==> config.mk <==
export PLATFORM = sky130hd
export DESIGN_NAME = ads1675_seq_ctrl_flat
export DESIGN_NICKNAME = d
export VERILOG_FILES = /design/src/rtl/ads1675_seq_ctrl_if.sv /design/src/rtl/ads1675_seq_ctrl.sv /design/src/flat_wrapper.sv
export SDC_FILE = /design/constraint.sdc
export NUM_CORES = 1
export LEC_CHECK = 0
export ABC_CLOCK_PERIOD_IN_PS = 4850
export BUFFER_PORTS_ARGS = -buffer_cell sky130_fd_sc_hd__buf_4
export CAP_MARGIN = 0
export CORE_AREA = 2 2 70 72
export DETAILED_ROUTE_END_ITERATION = 6
export DIE_AREA = 0 0 72 74
export PLACE_DENSITY_LB_ADDON = 0.12
export SYNTH_ARGS = -nofsm -noshare
export SYNTH_HDL_FRONTEND = slang
export SYNTH_SLANG_ARGS = --single-unit
==> constraint.sdc <==
create_clock -name aclk -period 4.85 [get_ports aclk]
set_clock_uncertainty 0.05 [all_clocks]
set_input_delay 0.485 -clock aclk [delete_from_list [all_inputs] [get_ports aclk]]
set_output_delay 0.485 -clock aclk [all_outputs]
set_load 0.02 [all_outputs]
==> src/rtl/ads1675_seq_ctrl_if.sv <==
// Configuration handshake between the rate-select requester and the ADS1675 sequencer.
// The requester holds cfg_req with cfg_* stable until it sees the one-cycle cfg_ack.
interface ads1675_seq_ctrl_if;
  logic       cfg_req;
  logic [2:0] cfg_dr;
  logic       cfg_fpath;
  logic       cfg_ll;
  logic       cfg_ack;

  modport master (output cfg_req, cfg_dr, cfg_fpath, cfg_ll, input cfg_ack);
  modport slave  (input cfg_req, cfg_dr, cfg_fpath, cfg_ll, output cfg_ack);
endinterface

==> src/rtl/ads1675_seq_ctrl.sv <==
// Power-up, lock, rate-configuration and DRDY-loss recovery sequencer for one ADS1675 channel.
// Runs entirely in the aclk domain; drdy is synchronized here.
module ads1675_seq_ctrl #(
  parameter int         PWR_CYC       = 1000,
  parameter int         START_LOW_CYC = 8,
  parameter int         TIMEOUT_CYC   = 4096,
  parameter int         DISCARD_N     = 1,
  parameter int         MAX_RETRY     = 3,
  parameter logic [2:0] DR_DEFAULT    = 3'b100,
  parameter logic       FPATH_DEFAULT = 1'b0,
  parameter logic       LL_DEFAULT    = 1'b1
) (
  input  logic                 aclk,
  input  logic                 areset,
  input  logic                 enable,
  ads1675_seq_ctrl_if.slave    cfg,
  input  logic                 drdy,
  output logic                 pown,
  output logic                 start,
  output logic                 cs_n,
  output logic [2:0]           dr,
  output logic                 fpath,
  output logic                 ll_cfg,
  output logic                 cap_en,
  output logic                 fault,
  output logic [2:0]           state
);

  localparam int CNT_MAX = (PWR_CYC > TIMEOUT_CYC)
                         ? ((PWR_CYC > START_LOW_CYC) ? PWR_CYC : START_LOW_CYC)
                         : ((TIMEOUT_CYC > START_LOW_CYC) ? TIMEOUT_CYC : START_LOW_CYC);
  localparam int CNT_W  = $clog2(CNT_MAX) + 1;
  localparam int RISE_W = $clog2(DISCARD_N) + 1;
  localparam int RET_W  = $clog2(MAX_RETRY) + 1;

  typedef enum logic [2:0] {
    OFF       = 3'd0,
    PWR_DOWN  = 3'd1,
    PWR_WAIT  = 3'd2,
    LOCK_WAIT = 3'd3,
    START_LOW = 3'd4,
    RUN       = 3'd5,
    RECONFIG  = 3'd6,
    FAULT     = 3'd7
  } state_t;

  function automatic logic [CNT_W-1:0] sat_cnt(input logic [CNT_W-1:0] v);
    return (&v) ? v : v + 1'b1;
  endfunction

  function automatic logic [RISE_W-1:0] sat_rise(input logic [RISE_W-1:0] v);
    return (&v) ? v : v + 1'b1;
  endfunction

  function automatic logic [RET_W-1:0] sat_ret(input logic [RET_W-1:0] v);
    return (&v) ? v : v + 1'b1;
  endfunction

  state_t              st;
  logic [CNT_W-1:0]    cnt;
  logic [RISE_W-1:0]   rcnt;
  logic [RET_W-1:0]    retry;
  logic                drdy_p0, drdy_p1, rise_p2;
  logic                tmo, cfg_take, slow_done, pwr_done;
  logic [RISE_W-1:0]   rise_nxt;
  logic [RET_W-1:0]    ret_nxt;

  // Stage p0/p1: two-flop synchronizer; p2: registered rising-edge detect
  always_ff @(posedge aclk or posedge areset) begin
    if (areset) begin
      drdy_p0 <= 1'b0;
      drdy_p1 <= 1'b0;
      rise_p2 <= 1'b0;
    end else begin
      drdy_p0 <= drdy;
      drdy_p1 <= drdy_p0;
      rise_p2 <= drdy_p0 & ~drdy_p1;
    end
  end

  // A rise on the expiry cycle wins over the timeout; a request already acked is not re-served
  assign tmo       = (cnt == CNT_W'(TIMEOUT_CYC - 1)) && !rise_p2;
  assign cfg_take  = cfg.cfg_req && !cfg.cfg_ack;
  assign slow_done = (cnt == CNT_W'(START_LOW_CYC - 1));
  assign pwr_done  = (cnt == CNT_W'(PWR_CYC - 1));
  assign rise_nxt  = sat_rise(rcnt);
  assign ret_nxt   = sat_ret(retry);
  assign state     = st;

  always_ff @(posedge aclk or posedge areset) begin
    if (areset) begin
      st          <= OFF;
      pown        <= 1'b0;
      start       <= 1'b0;
      cs_n        <= 1'b1;
      cap_en      <= 1'b0;
      fault       <= 1'b0;
      dr          <= DR_DEFAULT;
      fpath       <= FPATH_DEFAULT;
      ll_cfg      <= LL_DEFAULT;
      cfg.cfg_ack <= 1'b0;
      cnt         <= '0;
      rcnt        <= '0;
      retry       <= '0;
    end else begin
      cfg.cfg_ack <= 1'b0;
      if (!enable && st != OFF) begin
        st     <= OFF;
        pown   <= 1'b0;
        start  <= 1'b0;
        cs_n   <= 1'b1;
        cap_en <= 1'b0;
        fault  <= 1'b0;
        retry  <= '0;
        cnt    <= '0;
        rcnt   <= '0;
      end else begin
        case (st)
          OFF: begin
            if (cfg_take) begin
              dr          <= cfg.cfg_dr;
              fpath       <= cfg.cfg_fpath;
              ll_cfg      <= cfg.cfg_ll;
              cfg.cfg_ack <= 1'b1;
            end
            if (enable) begin
              st   <= PWR_WAIT;
              pown <= 1'b1;
              cs_n <= 1'b0;
              cnt  <= '0;
            end
          end
          PWR_DOWN: begin
            if (slow_done) begin
              st   <= PWR_WAIT;
              pown <= 1'b1;
              cs_n <= 1'b0;
              cnt  <= '0;
            end else cnt <= sat_cnt(cnt);
          end
          PWR_WAIT: begin
            if (pwr_done) begin
              st    <= LOCK_WAIT;
              start <= 1'b1;
              cnt   <= '0;
              rcnt  <= '0;
            end else cnt <= sat_cnt(cnt);
          end
          LOCK_WAIT, RUN: begin
            if (tmo) begin
              // Lost DRDY: power-cycle the ADC, or give up once retries are spent
              pown   <= 1'b0;
              start  <= 1'b0;
              cs_n   <= 1'b1;
              cap_en <= 1'b0;
              retry  <= ret_nxt;
              cnt    <= '0;
              if (ret_nxt < RET_W'(MAX_RETRY)) st <= PWR_DOWN;
              else begin
                st    <= FAULT;
                fault <= 1'b1;
              end
            end else if (rise_p2) begin
              cnt <= '0;
              if (st == LOCK_WAIT) begin
                rcnt <= rise_nxt;
                if (rise_nxt >= RISE_W'(DISCARD_N)) begin
                  st    <= START_LOW;
                  start <= 1'b0;
                end
              end else retry <= '0;
            end else if (cfg_take) begin
              st          <= RECONFIG;
              start       <= 1'b0;
              cap_en      <= 1'b0;
              cnt         <= '0;
              dr          <= cfg.cfg_dr;
              fpath       <= cfg.cfg_fpath;
              ll_cfg      <= cfg.cfg_ll;
              cfg.cfg_ack <= 1'b1;
            end else cnt <= sat_cnt(cnt);
          end
          START_LOW: begin
            if (slow_done) begin
              st     <= RUN;
              start  <= 1'b1;
              cap_en <= 1'b1;
              cnt    <= '0;
            end else cnt <= sat_cnt(cnt);
          end
          RECONFIG: begin
            if (slow_done) begin
              st    <= LOCK_WAIT;
              start <= 1'b1;
              cnt   <= '0;
              rcnt  <= '0;
            end else cnt <= sat_cnt(cnt);
          end
          FAULT: ;
          default: st <= OFF;
        endcase
      end
    end
  end

endmodule

==> src/flat_wrapper.sv <==
// flat-port wrapper written by rule: the top's interface ports become plain ports
module ads1675_seq_ctrl_flat 
#(
  parameter int         PWR_CYC       = 1000,
  parameter int         START_LOW_CYC = 8,
  parameter int         TIMEOUT_CYC   = 4096,
  parameter int         DISCARD_N     = 1,
  parameter int         MAX_RETRY     = 3,
  parameter logic [2:0] DR_DEFAULT    = 3'b100,
  parameter logic       FPATH_DEFAULT = 1'b0,
  parameter logic       LL_DEFAULT    = 1'b1
)
  (aclk, areset, enable, drdy, pown, start, cs_n, dr, fpath, ll_cfg, cap_en, fault, state, cfg_cfg_req, cfg_cfg_dr, cfg_cfg_fpath, cfg_cfg_ll, cfg_cfg_ack);
  ads1675_seq_ctrl_if cfg_i ();
  input  logic aclk;
  input  logic areset;
  input  logic enable;
  input  logic drdy;
  output logic pown;
  output logic start;
  output logic cs_n;
  output logic [2:0] dr;
  output logic fpath;
  output logic ll_cfg;
  output logic cap_en;
  output logic fault;
  output logic [2:0] state;
  input wire logic [$bits(cfg_i.cfg_req)-1:0] cfg_cfg_req;
  input wire logic [$bits(cfg_i.cfg_dr)-1:0] cfg_cfg_dr;
  input wire logic [$bits(cfg_i.cfg_fpath)-1:0] cfg_cfg_fpath;
  input wire logic [$bits(cfg_i.cfg_ll)-1:0] cfg_cfg_ll;
  output wire logic [$bits(cfg_i.cfg_ack)-1:0] cfg_cfg_ack;
  assign cfg_i.cfg_req = cfg_cfg_req;
  assign cfg_i.cfg_dr = cfg_cfg_dr;
  assign cfg_i.cfg_fpath = cfg_cfg_fpath;
  assign cfg_i.cfg_ll = cfg_cfg_ll;
  assign cfg_cfg_ack = cfg_i.cfg_ack;
  ads1675_seq_ctrl #(.PWR_CYC(PWR_CYC), .START_LOW_CYC(START_LOW_CYC), .TIMEOUT_CYC(TIMEOUT_CYC), .DISCARD_N(DISCARD_N), .MAX_RETRY(MAX_RETRY), .DR_DEFAULT(DR_DEFAULT), .FPATH_DEFAULT(FPATH_DEFAULT), .LL_DEFAULT(LL_DEFAULT)) u_core (.aclk(aclk), .areset(areset), .enable(enable), .cfg(cfg_i), .drdy(drdy), .pown(pown), .start(start), .cs_n(cs_n), .dr(dr), .fpath(fpath), .ll_cfg(ll_cfg), .cap_en(cap_en), .fault(fault), .state(state));
endmodule
== Yosys cells after proc, flatten, opt, wreduce, memory -nomap -nowiden ==
Cells that the tools add are included.

* Logic and storage cells: 162
* Flip-flop bits (word level): 34

* Equality and inequality tests: 28
* Multiplexer cells: 78
* Reduce and logical (&&, ||, !) cells: 32
* $lt $le $gt $ge: 2
* Bitwise gates (word level): 3
* Add/subtract/negate cells: 3

{| class="wikitable"
|+ Operators with widths
! operator !! count
|-
| $mux 13 || 8
|-
| $mux 3 || 21
|-
| $pmux 13 s4 || 1
|-
| $mux 1 || 38
|-
| $ne 3x1->1 const B || 9
|-
| $pmux 3 s6 || 1
|-
| $add 13x1->13 const B || 1
|-
| $eq 13x10->1 const B || 1
|-
| $eq 13x12->1 const B || 1
|-
| $eq 13x3->1 const B || 1
|-
| $reduce_and 13->1 || 1
|-
| $pmux 1 s3 || 4
|-
| $reduce_and 4->1 || 3
|-
| $reduce_and 6->1 || 2
|-
| $reduce_bool 4->1 || 3
|-
| $ne 5x5->1 const B || 2
|-
| $eq 3x3->1 const B || 3
|-
| $reduce_and 3->1 || 3
|-
| $reduce_and 9->1 || 1
|-
| $reduce_bool 3->1 || 3
|-
| $pmux 1 s2 || 4
|-
| $reduce_bool 7->1 || 1
|-
| $eq 3x2->1 const B || 2
|-
| $pmux 3 s2 || 1
|-
| 22 further kinds || 31
|}

== Longest topological paths before layout ==
Gate-level depths: netlist of the first run.

* Word-level depth: 9
* Mapped depth: 7
* Mapped depth without buffers: 6

== Least setup slack after synthesis of the first run ==
OpenSTA, ideal clock, no wires.

* Kind: register to register
* Start: reg u_core.cnt[0]
* End: reg u_core.dr[0]
* Data required time: 4.675 ns
* Data arrival time: 2.068 ns
* Cell stages (with the launch flop): 8
* Path slack: 2.608 ns
* Cells stage by stage: dfrtp_1 -> ha_1 -> nand4_1 -> nor4b_4 -> buf_2 -> nor3_1 -> o21ai_2 -> mux2_2

* Longest elaborated chain between the ends: 4

{| class="wikitable"
|+ Ends and longest elaborated chain
! item !! line !! source
|-
| from (decl) || ads1675_seq_ctrl.sv:60 || <nowiki>logic [CNT_W-1:0] cnt;</nowiki>
|-
| from (signal assigned) || ads1675_seq_ctrl.sv:139 || <nowiki>end else cnt <= sat_cnt(cnt);</nowiki>
|-
| from (signal assigned) || ads1675_seq_ctrl.sv:147 || <nowiki>end else cnt <= sat_cnt(cnt);</nowiki>
|-
| from (signal assigned) || ads1675_seq_ctrl.sv:181 || <nowiki>end else cnt <= sat_cnt(cnt);</nowiki>
|-
| $eq 13x12->1 || ads1675_seq_ctrl.sv:82 || <nowiki>assign tmo = (cnt == CNT_W'(TIMEOUT_CYC - 1)) && !rise_p2;</nowiki>
|-
| $logic_and 1x1->1 || ads1675_seq_ctrl.sv:82 ||
|-
| $ne 2x2->1 (no source line) || - ||
|-
| $reduce_and 4->1 (no source line) || - ||
|-
| to (signal assigned) || ads1675_seq_ctrl.sv:121 || <nowiki>dr <= cfg.cfg_dr;</nowiki>
|-
| to (signal assigned) || ads1675_seq_ctrl.sv:177 || <nowiki>dr <= cfg.cfg_dr;</nowiki>
|-
| to (decl) || ads1675_seq_ctrl.sv:21 || <nowiki>output logic [2:0] dr,</nowiki>
|}

No other way between the ends.
A chain may end at the register's enable or synchronous reset.

== Worst setup path in the final report of the first run ==
* Start: reg u_core.cnt[0]
* End: reg u_core.st[0], in the netlist u_core.state[0]

* Longest elaborated chain between the ends: 5

{| class="wikitable"
|+ Ends and longest elaborated chain
! item !! line !! source
|-
| $eq 13x12->1 || ads1675_seq_ctrl.sv:82 ||
|-
| $logic_and 1x1->1 || ads1675_seq_ctrl.sv:82 ||
|-
| $mux 3 || ads1675_seq_ctrl.sv:150 || <nowiki>if (tmo) begin</nowiki>
|-
| $pmux 3 s6 || ads1675_seq_ctrl.sv:118 || <nowiki>case (st)</nowiki>
|-
| $mux 3 || ads1675_seq_ctrl.sv:107 || <nowiki>if (!enable && st != OFF) begin</nowiki>
|-
| to (signal assigned) || ads1675_seq_ctrl.sv:108 || <nowiki>st <= OFF;</nowiki>
|-
| to (signal assigned) || ads1675_seq_ctrl.sv:127 || <nowiki>st <= PWR_WAIT;</nowiki>
|-
| to (signal assigned) || ads1675_seq_ctrl.sv:158 || <nowiki>if (ret_nxt < RET_W'(MAX_RETRY)) st <= PWR_DOWN;</nowiki>
|-
| to (decl) || ads1675_seq_ctrl.sv:59 || <nowiki>state_t st;</nowiki>
|}

Parallel ways exist; a longest one is shown, timed or not.

==> impl_results.md, run 1 <==
- Post-synth top flop: dfrtp_1
- Core ar.: 4600 µm²
- Register area share after synthesis: 41.5%
- Die area: 5330 µm²
- Setup Viol. Count Final: 0
- Total number of vias: 1736
- Library cells used by synthesis: 53
- Setup CP Type: reg -> reg
- Clk_lat worst skew: 0.29 ns
- Pre-CTS setup slack: 2.25 ns
- Die Width: 72 µm
- Largest net degree at the start of global routing: 34
- Reg2reg setup slack: 2.23 ns
- Pwr/cell area: 533 nW/µm²
- R2R Path Start: u_core.cnt[0]
- Total wire length: 4700 µm
- DRT antenna net count: 0
- First-pass GRT wire length: 7670 µm
- Max VDD drop: 0.250 mV
- Post-synthesis cell area: 2000 µm²
- Die H: 74 µm
- EDFF count, synth: 0
- CTS Buffer Depth: 2
- Post-route minimum period: 2.62 ns
- IO Port Bufs: 23
- Fin area: 2300 µm²
- Ys async rst share: 100%
- Fin Setup TNS: 0 ns
- Io pins: 24
- FF-to-FF path depth: 6
- Register area: 830 µm²
- Crit Path Max Fanout: 12
- Fmax: 0.382 GHz
- Max-Slew Margin vs Limit: 16.9%
- WL/cell: 16.0 µm
- Fin cells: 294
- GRT Util Overall: 19.0%
- P&R area growth vs syn: 15.1%
- Leakage power: 0.000971 µW
- Antenna violations before repair: 0
- Cells after Synth: 217
- CTS tree: done
- Gr ovfl total: 0
- Tcrit/Tclk final: 54.0%
- GPL Wtd Cong: 0.845
- Initial DRC Count: 125
- DR DRC count: 0
- Filler Cell Count: 439
- Initial Util: 43.5%
- Worst-path clk slew: 0.07 ns
- Placed Area: 2210 µm²
- Placed cell count: 286
- Req. time, crit path: 4.97 ns
- Hold Path Class: in -> async
- Syn nets: 229
- Syn Area/Cell: 9.21 µm²
- Most frequent cells in the layout: dfrtp_1, buf_4, nor2_1, nand2_1, o21ai_0
- Postcts setup bufs: 0
- Unrepaired setup endpoints after global routing: false
- Maxcap violations: 0
- Root buf cell: clkbuf_8
- Antenna cells: 0
- TritonCTS Buffers: 5
- Post-cts sizing count: 0
- Synthesis warning total: 0
- Htree depth: 2
- #FFs+latches synth: 33
- Slew of the pin with the lowest slew margin: 1.23 ns
- Startpoint Class: flip-flop
- Vias in the first global route: 1652
- CP Capture Type: flip-flop
- Most common cell after layout, fill and taps aside: dfrtp_1
- Fin. max-slew vios: 0
- Hold Buf Count CTS: 0
- Layout cells sized above 1: 21.3%
- Via density: 5.90
- Nets: 251
- Core Util, Final: 50.0%
- Row Count: 25
- Multi-input gate area: 1090 µm²
- Reg-to-Reg End: u_core.state[0]
- Worst EP arrival: 2.74 ns
- Count of final hold-check violations: 0
- Status: finished, final reports clean
- Final worst slack: 2.23 ns
- CTS sink count: 33
- Final HPWL DP: 3280 µm
- First drt pass iteration count: 4
[worst max-delay path: stages, from the launching register on]
cell and delay, ns:
dfrtp_1 0.37, ha_1 0.23, nand4_1 0.30, nor4b_4 0.71, nor4_4 0.20, nor3_4 0.29
mux2_1 0.35
[worst max path at each step]
stage | slack, ns | startpoint | depth (start not counted) | to
final | 2.23 | u_core.cnt[0] | 6 | u_core.state[0]
after floorplan | 2.61 | u_core.cnt[0] | 7 | u_core.dr[0]
after CTS | 2.25 | u_core.cnt[0] | 6 | u_core.dr[1]
after global placement | 2.29 | u_core.cnt[0] | 6 | u_core.cnt[11]
after detailed placement | 2.25 | u_core.cnt[0] | 6 | u_core.dr[1]
after global routing | 1.95 | u_core.cnt[1] | 6 | u_core.cnt[11]
[flip-flops by register name, indices dropped and copies added (netlist names)]
name / count
u_core.cap_en: 1
u_core.start: 1
u_core.drdy_p1: 1
u_core.drdy_p0: 1
u_core.cnt: 13
u_core.retry: 3
u_core.pown: 1
u_core.rise_p2: 1
u_core.dr: 3
u_core.cs_n: 1
u_core.ll_cfg: 1
u_core.state: 3
u_core.fault: 1
u_core.cfg.cfg_ack: 1
u_core.fpath: 1
[synthesized netlist by cell type (all sizes together) (2+ instances only)]
master | number | area [µm²]
buf | 2 | 10.0
o32ai | 2 | 17.5
a21oi | 8 | 40.0
inv | 11 | 41.3
o22ai | 7 | 57.6
clkbuf | 7 | 26.3
xnor2 | 3 | 26.3
a21o | 2 | 15.0
dfstp | 3 | 78.8
nand2b | 2 | 12.5
mux2 | 7 | 78.8
o2bb2ai | 2 | 17.5
a211oi | 2 | 15.0
dfrtp | 30 | 751
o21ai | 19 | 98.8
nor4 | 8 | 86.3
a22oi | 2 | 15.0
ha | 2 | 25.0
nor3 | 11 | 77.6
nor2b | 5 | 31.3
and2 | 2 | 12.5
nand2 | 19 | 71.3
mux2i | 2 | 20.0
nand3 | 8 | 40.0
nor2 | 21 | 78.8
nor3b | 2 | 15.0
nand4 | 3 | 18.8
or4 | 5 | 45.0
nand3b | 2 | 15.0
a31oi | 3 | 18.8
[power by group]
part           switching, µW  total, µW  leakage, µW  internal [µW]
combinational            343        587     0.000498            244
clock                   98.2        214    0.0000455            116
sequential              76.4        425     0.000427            348
total                    518       1230     0.000971            708
[stage by stage]
stage          hold slack, ns  total power (µW)
2_1_floorplan           0.297               845
3_3_place_gp            0.315              1020
3_5_place_dp            0.324              1020
4_1_cts                 0.247              1240
5_1_grt                 0.246              1320
6_report                0.238              1230
[area by class of cell]
| class | instances | area share, % |
|---|---|---|
| Multi-Input combinational cell | 164 | 47.4 |
| Inverter | 11 | 1.80 |
| Tap cell | 54 | 2.94 |
| Sequential cell | 33 | 36.1 |
| Clock buffer | 8 | 3.92 |
| Timing Repair Buffer | 24 | 7.83 |
[kinds of logic (layout without fill, tap and decap cells)]
logic type      after synthesis  after routing  share of synthesized area [%]
simple gates                 92             92                           27.5
mux                           9              9                           4.95
buf+inv                      20             43                           3.88
compound gates               57             57                           19.2
flops                        33             33                           41.5
xor+xnor                      4              4                           1.75
fa+ha+maj                     2              2                           1.25
[layer usage]
layer,share of wire (%),global-route usage (%)
met4,3.8,12.2
met3,6.3,5.96
met5,0,0
met2,46,27.4
met1,44,24.7
Note: power is estimated with default switching activity, not from simulation.
==> run 2: changes to the inputs <==
--- a/config.mk
+++ b/config.mk
@@ -5,7 +5,7 @@
 export SDC_FILE = /design/constraint.sdc
 export NUM_CORES = 1
 export LEC_CHECK = 0
-export ABC_CLOCK_PERIOD_IN_PS = 4850
+export ABC_CLOCK_PERIOD_IN_PS = 2100
 export BUFFER_PORTS_ARGS = -buffer_cell sky130_fd_sc_hd__buf_4
 export CAP_MARGIN = 0
 export CORE_AREA = 2 2 70 72
==> constraint.sdc (replaced) <==
create_clock -name aclk -period 2.1 [get_ports aclk]
set_clock_uncertainty 0.05 [all_clocks]
set_input_delay 0.21 -clock aclk [delete_from_list [all_inputs] [get_ports aclk]]
set_output_delay 0.21 -clock aclk [all_outputs]
set_load 0.02 [all_outputs]
==> run 2 against run 1 <==
Net effect:
- the flow now finishes with violations (negative setup slack)
- total power increased to 2.7 times the previous value
- die area unchanged
- sequential share of layout area decreased by 6.0 points
- cell area increased by 20%
- sequential power increased by 110%
- worst hold slack got worse by 0.15 ns
- first-iteration DRC count increased by 16%
- register-to-register slack got worse by 2.3 ns
- critical path type unchanged
- critical endpoint unchanged
==> impl_results.md, run 2 (synthesis results as in run 1) <==
- Status: finished with violations (was finished, final reports clean)
- Failing checks: negative setup slack
- Filler Cell Count: 418 (was 439)
- Pwr/cell area: 1210 nW/µm² (was 533 nW/µm²)
- First drt pass iteration count: 4 (unchanged)
- Maxcap violations: 0 (unchanged)
- Initial DRC Count: 145 (was 125)
- Die Width: 72 µm (unchanged)
- Fin Setup TNS: -0.867 ns (was 0 ns)
- Most frequent cells in the layout: buf_4, dfrtp_1, nor2_1, nand2_1 (was dfrtp_1, buf_4, nor2_1, nand2_1, o21ai_0)
- Io pins: 24 (unchanged)
- Setup Viol. Count Final: 21 (was 0)
- DRT antenna net count: 0 (unchanged)
- Fin. max-slew vios: 0 (unchanged)
- P&R area growth vs syn: 38.3% (was 15.1%)
- GRT Util Overall: 21.6% (was 19.0%)
- Max VDD drop: 0.632 mV (was 0.250 mV)
- Fin cells: 337 (was 294)
- Hold Path Class: in -> reg (was in -> async)
- Most flop-heavy register: u_core.cnt (unchanged)
- Tcrit/Tclk final: 105% (was 54.0%)
- Total wire length: 5490 µm (was 4700 µm)
- Die area: 5330 µm² (unchanged)
- Placed cell count: 320 (was 286)
- Leakage power: 0.00123 µW (was 0.000971 µW)
- Die H: 74 µm (unchanged)
- Unrepaired setup endpoints after global routing: true (was false)
- Row Count: 25 (unchanged)
- Setup CP Type: reg -> reg (unchanged)
- GPL Wtd Cong: 0.872 (was 0.845)
- Vias in the first global route: 1857 (was 1652)
- Layout cells sized above 1: 38.9% (was 21.3%)
- CTS sink count: 33 (unchanged)
- Worst EP arrival: 2.33 ns (was 2.74 ns)
- Fmax: 0.455 GHz (was 0.382 GHz)
- Clk_lat worst skew: 0.30 ns (was 0.29 ns)
- Core ar.: 4600 µm² (unchanged)
- Nets: 294 (was 251)
- Startpoint Class: flip-flop (unchanged)
- TritonCTS Buffers: 5 (unchanged)
- WL/cell: 16.3 µm (was 16.0 µm)
- Gr ovfl total: 0 (unchanged)
- IO Port Bufs: 23 (unchanged)
- Htree depth: 2 (unchanged)
- Slew of the pin with the lowest slew margin: 0.456 ns (was 1.23 ns)
- Power Total: 3350 µW (was 1230 µW)
- Total number of vias: 1930 (was 1736)
- Largest net degree at the start of global routing: 34 (unchanged)
- Antenna violations before repair: 0 (unchanged)
- Most common cell after layout, fill and taps aside: buf_4 (was dfrtp_1)
- Largest register FFs: 13 (unchanged)
- Initial Util: 43.5% (unchanged)
- CTS tree: done (unchanged)
- DR DRC count: 0 (unchanged)
- Antenna cells: 0 (unchanged)
- Req. time, crit path: 2.23 ns (was 4.97 ns)
- Crit Path Max Fanout: 8 (was 12)
- First-pass GRT wire length: 8770 µm (was 7670 µm)
- CTS Buffer Depth: 2 (unchanged)
- Root buf cell: clkbuf_8 (unchanged)
- Via density: 5.73 (was 5.90)
- CP Capture Type: flip-flop (unchanged)
- Post-route minimum period: 2.20 ns (was 2.62 ns)
- Max-Slew Margin vs Limit: 69.5% (was 16.9%)
- Count of final hold-check violations: 0 (unchanged)
- Final HPWL DP: 3730 µm (was 3280 µm)
- Worst-path clk slew: 0.07 ns (about the same)
- Final worst slack: -0.0998 ns (was 2.23 ns)
-- run 2: what timing repair did --
| item | in CTS | in global routing |
|---|---|---|
| gates resized for setup | 13 | 16 |
| hold endpoints to repair | 31 | 0 |
| setup buffers | 6 | 1 |
| hold buffers | 2 | 0 |
| pin swaps | 4 | 1 |
| setup endpoints to repair | 23 | 23 |
-- run 2: path summary, 6_finish.rpt --
kind | start | end | slack (ns) | cells after the start
worst max-delay path | u_core.cnt[6] | u_core.state[0] | -0.1 | 6
worst min-delay path | cfg_cfg_fpath | u_core.fpath | 0.09 | 2
worst max register to register | u_core.cnt[6] | u_core.state[0] | -0.1 | 6
worst min register to register | u_core.drdy_p0 | u_core.drdy_p1 | 0.33 | 0
max in group asynchronous | areset | u_core.cs_n | 1.15 | 4
min in group asynchronous | areset | u_core.retry[1] | 0.51 | 4
-- run 2: area by class of cell --
cell class	count	area (µm²)	area share [%]
timing repair buffer	67	536	19.4
inverter	11	41.3	1.49
clock buffer	5	68.8	2.49
tap	54	67.6	2.45
clock inverter	3	17.5	0.634
sequential	33	830	30.0
multi-input combinational	164	1200	43.5
-- run 2: power breakdown --
group / switching (µW) / internal (µW)
logic: 1030 / 918
registers: 106 / 806
clock network: 259 / 229
total: 1400 / 1950
-- run 2: metrics by stage --
stage / setup WS, ns / hold WS, ns / instance area [µm²] / util (%)
2_1_floorplan: -0.0999 / 0.191 / 2020 / -
3_3_place_gp: -0.152 / 0.271 / 2500 / 54.3
4_1_cts: -0.0623 / 0.0843 / 2700 / 58.8
5_1_grt: -0.153 / 0.0898 / 2760 / 60.1
3_5_place_dp: -0.231 / 0.273 / 2500 / 54.3
6_report: -0.0998 / 0.0890 / 2760 / 60.1
-- run 2: per-layer routing --
metal	global-route usage, %	vias up	share of wire (%)
met4	9.64	0	1.9
li1	-	931	-
met3	4.34	12	4.8
met1	28.3	932	46
met2	35.1	55	48
met5	0	-	0
-- run 2: critical path, cell delays in order, from the launching register on --
cell	delay [ns]
dfrtp_1	0.39
or4_4	0.56
nor4_4	0.27
buf_4	0.18
o22ai_4	0.14
nor3_4	0.19
mux2_4	0.31
